[src/rtl/ctr_pkg.sv]
// Shared types and constants for the counter-steal arbiter and its
// ones'-complement increment/decrement helper.
package ctr_pkg;

  typedef enum logic [1:0] {
    IDLE   = 2'd0,
    READ   = 2'd1,
    MODIFY = 2'd2,
    WRITE  = 2'd3
  } state_t;

  localparam int WORD_W = 15;

  // 15-bit ones'-complement landmarks
  localparam logic [WORD_W-1:0] POS_MAX  = 15'o37777;
  localparam logic [WORD_W-1:0] NEG_MAX  = 15'o40000;
  localparam logic [WORD_W-1:0] NEG_ZERO = 15'o77777;
  localparam logic [WORD_W-1:0] NEG_ONE  = 15'o77776;

  localparam logic [11:0] CTR_BASE_DEFAULT = 12'o24;

  localparam logic DIR_PINC = 1'b1;
  localparam logic DIR_MINC = 1'b0;

endpackage

[src/rtl/ones_comp_incdec.sv]
// Combinational 15-bit ones'-complement +1 / -1 with overflow flag.
// +0 and -0 are both treated as zero: -0 increments to +1 and +0
// decrements to -1, so neither step lands on the other zero.
module ones_comp_incdec
  import ctr_pkg::*;
(
  input  logic [WORD_W-1:0] v,
  input  logic              dir,
  output logic [WORD_W-1:0] result,
  output logic              ovf
);

  // Select the special-case or plain modular result
  always_comb begin
    result = v;
    ovf    = 1'b0;
    if (dir == DIR_PINC) begin
      if (v == POS_MAX) begin
        result = '0;
        ovf    = 1'b1;
      end else if (v == NEG_ZERO) begin
        result = 15'd1;
      end else begin
        result = v + 15'd1;
      end
    end else begin
      if (v == NEG_MAX) begin
        result = NEG_ZERO;
        ovf    = 1'b1;
      end else if (v == '0) begin
        result = NEG_ONE;
      end else begin
        result = v - 15'd1;
      end
    end
  end

endmodule

[src/rtl/counter_steal_arbiter.sv]
// Steals memory cycles from the instruction sequencer to apply pending
// PINC/MINC requests to the counter cells with a read-modify-write.
//
// state  | meaning
// IDLE   | no steal in progress; grants when boundary & a request pends
// READ   | mem_rd of the selected counter word
// MODIFY | read data arrives; new value and overflow are registered
// WRITE  | mem_wr of the new value, ovf_pulse if it overflowed
module counter_steal_arbiter
  import ctr_pkg::*;
#(
  parameter int             NCTR     = 4,
  parameter int             AW       = 12,
  parameter logic [AW-1:0]  CTR_BASE = AW'(CTR_BASE_DEFAULT)
) (
  input  logic              clk,
  input  logic              rst_n,
  input  logic [NCTR-1:0]   pinc_req,
  input  logic [NCTR-1:0]   minc_req,
  input  logic              boundary,
  output logic              cpu_hold,
  output logic              mem_rd,
  output logic              mem_wr,
  output logic [AW-1:0]     mem_addr,
  output logic [WORD_W-1:0] mem_wdata,
  input  logic [WORD_W-1:0] mem_rdata,
  output logic [NCTR-1:0]   ovf_pulse,
  output logic              busy
);

  localparam int IDX_W = (NCTR > 1) ? $clog2(NCTR) : 1;

  state_t            state, state_nxt;
  logic [NCTR-1:0]   pinc_pend, minc_pend;
  logic [NCTR-1:0]   cancel, eff_p, eff_m, pend_any;
  logic [NCTR-1:0]   clr_p, clr_m;
  logic              any_pend, grant;
  logic [IDX_W-1:0]  sel_idx, idx_q;
  logic              sel_dir, dir_q;
  logic [WORD_W-1:0] val_q, calc_val;
  logic              ovf_q, calc_ovf;
  logic [AW-1:0]     ctr_addr;

  // An increment and a decrement on the same cell annihilate
  assign cancel   = pinc_pend & minc_pend;
  assign eff_p    = pinc_pend & ~cancel;
  assign eff_m    = minc_pend & ~cancel;
  assign pend_any = eff_p | eff_m;
  assign any_pend = |pend_any;
  assign grant    = (state == IDLE) & boundary & any_pend;
  assign ctr_addr = CTR_BASE + AW'(idx_q);

  // Lowest-index pending counter wins; PINC takes its direction
  always_comb begin
    sel_idx = '0;
    sel_dir = DIR_MINC;
    for (int i = NCTR - 1; i >= 0; i--) begin
      if (pend_any[i]) begin
        sel_idx = IDX_W'(i);
        sel_dir = eff_p[i];
      end
    end
  end

  // Clear mask for the bit consumed by this cycle's grant
  always_comb begin
    clr_p = '0;
    clr_m = '0;
    if (grant) begin
      if (sel_dir == DIR_PINC) clr_p[sel_idx] = 1'b1;
      else                     clr_m[sel_idx] = 1'b1;
    end
  end

  // Pending latches; a new request in the clearing cycle survives
  always_ff @(posedge clk or negedge rst_n) begin
    if (!rst_n) begin
      pinc_pend <= '0;
      minc_pend <= '0;
    end else begin
      pinc_pend <= (eff_p & ~clr_p) | pinc_req;
      minc_pend <= (eff_m & ~clr_m) | minc_req;
    end
  end

  ones_comp_incdec u_incdec (
    .v      (mem_rdata),
    .dir    (dir_q),
    .result (calc_val),
    .ovf    (calc_ovf)
  );

  // Steal context: target counter, direction and computed word
  always_ff @(posedge clk or negedge rst_n) begin
    if (!rst_n) begin
      idx_q <= '0;
      dir_q <= DIR_MINC;
      val_q <= '0;
      ovf_q <= 1'b0;
    end else begin
      if (grant) begin
        idx_q <= sel_idx;
        dir_q <= sel_dir;
      end
      if (state == MODIFY) begin
        val_q <= calc_val;
        ovf_q <= calc_ovf;
      end
    end
  end

  // State register
  always_ff @(posedge clk or negedge rst_n) begin
    if (!rst_n) state <= IDLE;
    else        state <= state_nxt;
  end

  // Next-state logic; WRITE always returns to IDLE
  always_comb begin
    state_nxt = state;
    case (state)
      IDLE:    if (grant) state_nxt = READ;
      READ:    state_nxt = MODIFY;
      MODIFY:  state_nxt = WRITE;
      WRITE:   state_nxt = IDLE;
      default: state_nxt = IDLE;
    endcase
  end

  // Outputs; cpu_hold is combinational so the grant cycle is frozen too
  always_comb begin
    busy      = (state != IDLE);
    cpu_hold  = (state != IDLE) | grant;
    mem_rd    = 1'b0;
    mem_wr    = 1'b0;
    mem_addr  = '0;
    mem_wdata = '0;
    ovf_pulse = '0;
    case (state)
      READ: begin
        mem_rd   = 1'b1;
        mem_addr = ctr_addr;
      end
      WRITE: begin
        mem_wr    = 1'b1;
        mem_addr  = ctr_addr;
        mem_wdata = val_q;
        if (ovf_q) ovf_pulse = NCTR'(1) << idx_q;
      end
      default: ;
    endcase
  end

endmodule

[config.mk]
export PLATFORM = sky130hd
export DESIGN_NAME = counter_steal_arbiter
export DESIGN_NICKNAME = d
export VERILOG_FILES = /design/src/rtl/ctr_pkg.sv /design/src/rtl/ones_comp_incdec.sv /design/src/rtl/counter_steal_arbiter.sv
export SDC_FILE = /design/constraint.sdc
export NUM_CORES = 1
export LEC_CHECK = 0
export CAP_MARGIN = 20
export CORE_ASPECT_RATIO = 1.1
export CORE_MARGIN = 2
export CORE_UTILIZATION = 50
export CTS_CLUSTER_DIAMETER = 100
export DETAILED_ROUTE_END_ITERATION = 7
export PLACE_DENSITY = 0.79
export SYNTH_ARGS = -nofsm -noshare
export SYNTH_HDL_FRONTEND = slang
export SYNTH_HIERARCHICAL = 1
export SYNTH_SLANG_ARGS = --single-unit
export TNS_END_PERCENT = 1
[constraint.sdc]
create_clock -name clk -period 2.35 [get_ports clk]
set_input_delay 0.3525 -clock clk [delete_from_list [all_inputs] [get_ports clk]]
set_output_delay 0.3525 -clock clk [all_outputs]
set_load 0.01 [all_outputs]
# Word level (Yosys, flattened, before mapping)
# Cells that the tools add are included.
# totals
ff_bits,29
input_bits,26
output_inout_bits,35
wordCells,70
# classes
n_addsub,3
order_cmp,2
n_eq_ne,7
shift,1
mux,30
n_bitwise,14
reduce_logical,6
# op_table
operator,n
$mux W15,6
$eq A15 B15 Y1 const B,2
$mux W4,6
$and A4 B4 Y4,5
$add A15 B1 Y15 const B,1
$eq A15 B14 Y1 const B,1
$logic_not A15 Y1,1
$sub A15 B1 Y15 const B,1
$not A4 Y4,3
$or A4 B4 Y4,3
$mux W1,10
$mux W2,5
$pmux W2 S4,1
$add A5 B2 Y6 const A,1
$mux W6,1
$eq A2 B2 Y1 const B,2
$reduce_or A4 Y1,1
$shl A1 B2 Y4 const A,1
$lt A2 B3 Y1 const B,1
$and A1 B1 Y1,2
$demux W1 S2,1
$eq A2 B1 Y1 const B,1
$ge A2 B1 Y1 const B,1
$logic_not A2 Y1,1
5 further kinds,5

# Depth between registers and ports, before layout
# Gate-level depths: netlist (run 1).
# depth
depth_word,17
mapped_depth,7

# By module
# The synthesis (run 1) kept the hierarchy.
# modules_own_cells
module,n_inst,cells_each,area_per_inst_um2,seq_area_each_um2
counter_steal_arbiter,1,150,1626.6,725.7
ones_comp_incdec,1,111,752.0,0.0

# Least setup slack after synthesis (run 1)
# Ideal clock, no wire load.
# synth_timing
path_kind,input -> register
start,in mem_rdata[2]
end,reg val_q[9]
setup_time_ns,0.128
t_arrival_ns,1.760
required_time_ns,2.222
slack_ns,0.462
stages,7
path_cell_list,clkbuf_1 -> nor4_2 -> nand3b_1 -> nor3_1 -> o221a_2 -> o21ai_1 -> mux2_1
# synth_via
elab_chain_len,4
word_cells_on_any_way,11
classes_between,add/sub (2); eq/ne (3); mux (5); reduce/logical (1)
# synth_rtl
element,line,rtl
start: declaration,counter_steal_arbiter.sv:26,"input logic [WORD_W-1:0] mem_rdata,"
"$sub A15 B1 Y15, or another cell as far along",ones_comp_incdec.sv:33,result = v - 15'd1;
$mux W15 (on tied branches),"ones_comp_incdec.sv:30, ones_comp_incdec.sv:21",
$mux W15 (on tied branches),"ones_comp_incdec.sv:27, ones_comp_incdec.sv:18",
$mux W15 (*),ones_comp_incdec.sv:17,if (dir == DIR_PINC) begin
via calc_val[9],counter_steal_arbiter.sv:40,"logic [WORD_W-1:0] val_q, calc_val;"
end signal: assignment,counter_steal_arbiter.sv:106,val_q <= calc_val;
end: declaration,counter_steal_arbiter.sv:40,
# Mark *: on every way through the listed nets, which the timed path passes. The rest lies on a longest branch.
# A chain may end at the register's enable or synchronous reset.

# Final worst setup path (run 1)
# layout_timing
start,in mem_rdata[1]
end,reg val_q[12]
# Same word-level chain as after synthesis.

==> results.ini, run 1 <==
[power]
clkPwrFrac_pct = 18.1
p_sw_w = 0.00106
p_comb_share_pct = 54.6
intPower_w = 0.00191
swShare_pct = 35.7
seqPwrFrac_pct = 27.3
ir_worst_vdd_uv = 584
power_density_mw_per_mm2 = 865
p_leak_nw = 1.52
power.total_w = 0.00296

[setup_path]
crit_path_max_incr_delay_ns = 0.61
crit_buf_inv = 2
r2r_slack_ns = 0.58
r2r_end = val_q[12]
cp-endpoint = val_q[12]
setup.worst_path.start = mem_rdata[1]
setup.worst_path.end_class = flop
cp.arrival_ns = 2.34
start_kind = input pin
reg2regPathDepth = 6
critPathKind = in2reg
crit_cells = 8
path_cells = clkdlybuf4s50_1 -> inv_1 -> ha_1 -> nor2b_1 -> and3_1 -> a22oi_1 -> xnor2_1 -> mux2_1
critical_path_required_ns = 2.51
timing.rr.start = dir_q
cp_top_family = buffers and inverters
crit_fanout = 6
crit_slowest_cell = clkdlybuf4s50_1

[clocking]
cts_sinks = 29
root_buffer = clkbuf_8
clk_latency_ns = 0.28
cts_tree = built
cts-buffers-inserted = 5
cts_buffer_depth = 2
htreeDepth = 2
clk_pin_slew_worst_paths_ns = 0.07

[worst_hold_path]
holdCritPathClass = in2async

[sta]
fmax_mhz = 459
setup_slack_ns = 0.169
maxSlewViolCount = 0
setup_viol = 0
hold_ws_ns = 0.458
post-route-period-util_pct = 92.8
finalHoldViolations = 0
fin_crit_ns = 2.18
rsz0062_at_grt = no
clock_skew_ns = 0.00604

[synth]
ys_warn_count = 6
ys_top_cells_by_area = dfrtp_1 (31%), ha_1 (8.9%), mux2_1 (5.2%)
yosys.cell_types.count = 63
yosysTopAreaCell = dfrtp_1
synth_edf_count = 0
synth.avg_cell_area_um2 = 9.11
synthArstFlopShare_pct = 100
synthFlopType = dfrtp_1
synth_cells = 261
ys_ff_latch = 29
syn-cell-area_mm2 = 0.00238
seq_area_frac_synth_pct = 30.5
synth_top_area_share_pct = 30.5

[run]
cap_viol_max_count = 0

[cells_and_area]
diodes = 0
drive_gt1_share_pct = 23.2
n_fill_cell = 344
final_cell_area_mm2 = 0.00342
syn_to_final_growth_pct = 44.0
nets = 399
final_cells = 413

[placed_design]
hpwl_mm = 4.99
dpl_cell_area_mm2 = 0.00322
gp_congestion = 0.933
post-place-ws_ns = -0.110
placedCellCount = 401
port_buffers = 52

[die]
die_area_mm2 = 0.00533
die_w_um = 69.8
num_io_pins = 61
start_util_pct = 51.5
die_height_um = 76.3
rows = 26
core_area_mm2 = 0.00462

[global_route]
grt_pass1_wl_mm = 11.2
grt_pass1_vias = 2401
grt_start_max_net_pins = 30
grt-ovfl-total = 0
antenna_found_initial = 0
grtUsageTotal_pct = 26.2

[detailed_routing]
drt_iter0_drc = 117
vias = 2305
firstDrtPassIters = 4
post_drt_wl_per_cell_um = 16.0
via_per_inst = 5.58
route.detailed.drc = 0
antenna_left = 0
wl_mm = 6.61

[outcome]
status = completed

==> cell usage after synthesis (2+ instances only) <==
cell,number
nor4_1,2
clkbuf_1,6
inv_1,20
o21ai_0,4
mux2_1,11
nand4_1,6
buf_4,9
nand2b_1,2
or2_2,2
nor4_2,2
mux2i_1,4
a21o_1,4
ha_1,17
o22ai_1,2
xnor2_1,4
and3_1,3
buf_2,3
a41oi_1,2
nor3_1,10
nor2_1,17
a21oi_1,12
and2_1,17
a211o_1,2
nand4b_1,3
nand2_1,11
a21oi_2,2
and4_1,2
nand3_1,9
mux2_2,7
dfrtp_1,29
xor2_1,5
==> cell type report <==
class                      instances  area, µm²  share of cell area, %
tap                               56       70.1                   2.05
multi-input combinational        200       1550                   45.4
clock inverter                     1       30.0                  0.877
clock buffer                       7       86.3                   2.52
sequential                        29        726                   21.2
inverter                          20       75.1                   2.19
timing repair buffer             100        883                   25.8
==> what timing repair did <==
action	4_1_cts	5_1_grt
setup endpoints to repair	8	4
hold buffers	0	0
setup buffers	0	4
pin swaps	1	2
resized for setup	7	3
==> kinds of logic (layout without fill, tap and decap cells) <==
logic type,count (synthesis),count (layout),synth area share (%)
other,1,8,0.158
muxes,23,23,10.8
and+or+nand+nor,98,98,25.0
AOI/OAI and AO/OA,45,45,13.4
xor gates and xnor gates,9,9,3.31
DFF,29,29,30.5
buffers and inverters,39,128,7.78
adders and majority gates,17,17,8.94
==> state kept, by name, summed over array words and instances (netlist names) <==
name,cells
dir_q,1
idx_q,2
minc_pend,4
ovf_q,1
pinc_pend,4
state,2
val_q,15
==> per-layer routing <==
layer  up-vias  GRT usage, %  share of wire, %
li1       1100             -                 -
met1      1097          30.4                40
met2        83          46.0                52
met3        25          4.37               4.8
met4         0          13.1               3.5
met5         -             0                 0
==> power groups by stage <==
stage          clock network, W  logic [W]  registers [W]
3_5_place_dp                  0    0.00155       0.000805
4_1_cts                0.000547    0.00159       0.000797
6_report               0.000536    0.00162       0.000808
5_1_grt                0.000579    0.00175       0.000832
3_3_place_gp                  0    0.00150       0.000798
2_1_floorplan                 0   0.000898       0.000771
==> through the flow <==
stage	setup TNS, ns	utilization (%)
global placement	-0.265	69.6
global route	0	74.1
detailed placement	-0.355	69.6
finish	0	74.1
floorplan	0	-
CTS	0	73.2
==> worst min path at each step <==
stage,start,endpoint,slack (ns),cells past startpoint
after floorplan,rst_n,dir_q,0.06,0
after global placement,val_q[8],val_q[8],0.46,1
after detailed placement,val_q[5],val_q[5],0.47,1
after CTS,rst_n,val_q[11],0.48,2
after global routing,rst_n,val_q[11],0.50,2
final,rst_n,val_q[9],0.46,2
==> layout by cell type (no fill, tap or decap), drive strengths merged, types with 11 or more instances in the layout <==
| master | count |
|---|---|
| a21oi | 14 |
| and2 | 18 |
| buf | 48 |
| clkdlybuf4s50 | 51 |
| dfrtp | 29 |
| ha | 17 |
| inv | 20 |
| mux2 | 19 |
| nand2 | 11 |
| nor2 | 17 |
(Power assumes the default switching activity.)
==> run 2: changes to the inputs <==
SETUP_SLACK_MARGIN = 0.05   (was not set)
==> run 2 against run 1 <==
Compared with the run above: largest cell class unchanged; global-route usage stayed put; clock skew hardly changed; non-clock buffer count is 4 lower; die area stayed put; cell count is 0.97% lower; final area is 0.99% lower; critical path type unchanged; clock power hardly changed; worst setup slack worse by 0.012 ns; count of clock-buffer cells in the layout stayed put.
==> results.ini, run 2 (synthesized netlist as in run 1, its figures left out) <==
[detailed_routing]
top_layer_used = met4
dr_wl_met2_mm = 3.43  ; -0.15%
wl_met1_mm = 2.61  ; -0.53%
firstDrtPassIters = 4  ; unchanged
post_drt_wl_per_cell_um = 16.1  ; +0.28%
via_per_inst = 5.57  ; -0.12%
dr_wl_met3_um = 332  ; +5.1%
vias = 2280  ; -1.1%
drt_iter0_drc = 105  ; -10%
route.detailed.drc = 0  ; unchanged
antenna_left = 0  ; unchanged
wl_mm = 6.57  ; -0.70%

[cells_and_area]
regArea_um2 = 726  ; unchanged
nets = 395  ; -1.0%
diodes = 0  ; unchanged
layout_commonest_cell = clkdlybuf4s50_1
multiInputGateArea_mm2 = 0.00155  ; unchanged
syn_to_final_growth_pct = 42.6
final_cells = 409  ; -0.97%
regMostFlops = val_q
drive_gt1_share_pct = 22.1  ; -1.2 points
largest_register_ffs = 15  ; unchanged
reg_top3 = val_q: 15 flops, minc_pend: 4 flops, pinc_pend: 4 flops
n_fill_cell = 352  ; +2.3%
final_cell_area_mm2 = 0.00339  ; -0.99%
layout_common_cells = clkdlybuf4s50_1 (51), buf_4 (44), dfrtp_1 (29)

[die]
die_height_um = 76.3  ; unchanged
num_io_pins = 61  ; unchanged
die_area_mm2 = 0.00533  ; unchanged
die_w_um = 69.8  ; unchanged
start_util_pct = 51.5  ; unchanged
rows = 26  ; unchanged
core_area_mm2 = 0.00462  ; unchanged

[setup_path]
crit_fanout = 6  ; unchanged
critPathKind = in2reg
critical_path_required_ns = 2.51  ; about the same
setup.worst_path.end_class = flop
setup.worst_path.start = mem_rdata[1]
start_kind = input pin
cp.arrival_ns = 2.35  ; about the same
timing.rr.start = dir_q
reg2regPathDepth = 6  ; unchanged

[placed_design]
hpwl_mm = 4.99  ; unchanged
port_buffers = 52  ; unchanged
placedCellCount = 401  ; unchanged
dpl_cell_area_mm2 = 0.00322  ; unchanged
gp_congestion = 0.933  ; unchanged

[global_route]
grt_pass1_wl_mm = 11.2  ; unchanged
grt_pass1_vias = 2401  ; unchanged
grtUsageTotal_pct = 26.2  ; unchanged
grt-ovfl-total = 0  ; unchanged
grt_start_max_net_pins = 30  ; unchanged
antenna_found_initial = 0  ; unchanged

[power]
p_leak_nw = 1.50  ; -1.4%
power_density_mw_per_mm2 = 867  ; +0.14%
ir_worst_vdd_uv = 580  ; -0.70%
p_sw_w = 0.00105  ; -0.51%
p_comb_share_pct = 54.3  ; -0.3 points
intPower_w = 0.00189  ; -1.0%
seqPwrFrac_pct = 27.5  ; +0.2 points
swShare_pct = 35.8  ; +0.12 points
clkPwrFrac_pct = 18.2  ; about the same

[clocking]
clk_pin_slew_worst_paths_ns = 0.07  ; about the same
root_buffer = clkbuf_8
clk_latency_ns = 0.28  ; about the same
htreeDepth = 2  ; unchanged
cts.hold.buffers_added = 0  ; unchanged
cts-buffers-inserted = 5  ; unchanged
cts_buffer_depth = 2  ; unchanged
cts_setup_buffers = 0  ; unchanged
cts_tree = built
cts_sinks = 29  ; unchanged

[sta]
fmax_mhz = 456  ; -0.56%
setup_tns_ns = 0  ; unchanged
clock_skew_ns = 0.00566  ; -0.000378 ns
fin_crit_ns = 2.19  ; +0.0122 ns
finalHoldViolations = 0  ; unchanged
setup_viol = 0  ; unchanged
rsz0062_at_grt = no
post-route-period-util_pct = 93.3  ; +0.52 points
maxSlewViolCount = 0  ; unchanged

[worst_hold_path]
holdCritPathClass = in2async

[run]
cap_viol_max_count = 0  ; unchanged

[outcome]
status = completed

-- run 2: cell count changes in the layout (fill, tap and decap cells not counted), sizes merged --
cell and delta:
buf -4, dlygate4sd2 +1, dlymetal6s2s -1
-- run 2: final cells by class --
type	count	area share, %
Clock buffer	7	2.55
Clock inverter	1	0.886
Inverter	20	2.21
Multi-Input combinational cell	200	45.8
Sequential cell	29	21.4
Tap cell	56	2.07
Timing Repair Buffer	96	25.1
-- run 2: path summary, 6_finish.rpt --
kind                       slack, ns        end
max                             0.16  val_q[12]
min                             0.46   val_q[9]
max reg2reg                     0.57  val_q[12]
min reg2reg                     0.48   val_q[6]
max in group asynchronous       1.60   val_q[2]
min in group clk                0.48   val_q[6]
-- run 2: timing repair --
item | CTS | global route
pin swaps | 1 | 0
endpoints found under the setup margin | 22 | 4
resized for setup | 8 | 1
-- run 2: through the flow --
step                worst slack (ns)  hold slack, ns  util, %  total power [W]
floorplan                      0.462          0.0569        -          0.00167
global placement             -0.0821           0.461     69.6          0.00230
detailed placement            -0.110           0.471     69.6          0.00235
CTS                           0.0721           0.480     73.2          0.00293
global route                  0.0578           0.497     73.4          0.00313
finish                         0.157           0.460     73.4          0.00294
-- run 2: worst max-delay path, cell delays in order --
cell and delay (ns):
clkdlybuf4s50_1 0.61, inv_1 0.11, ha_1 0.20, nor2b_1 0.14
and3_1 0.26, a22oi_1 0.24, xnor2_1 0.13, mux2_1 0.30
-- run 2: power by group through the flow --
stage               Combinational, W  Clock (W)  Sequential (W)
finish                       0.00160   0.000535        0.000807
global route                 0.00172   0.000577        0.000831
CTS                          0.00159   0.000547        0.000797
detailed placement           0.00155          0        0.000805
global placement             0.00150          0        0.000798
floorplan                   0.000898          0        0.000771
-- run 2: layer usage --
layer | up-vias | GRT usage, %
li1 | 1092 | -
met1 | 1087 | 30.4
met2 | 83 | 46.0
met3 | 18 | 4.37
met4 | 0 | 13.1
met5 | - | 0
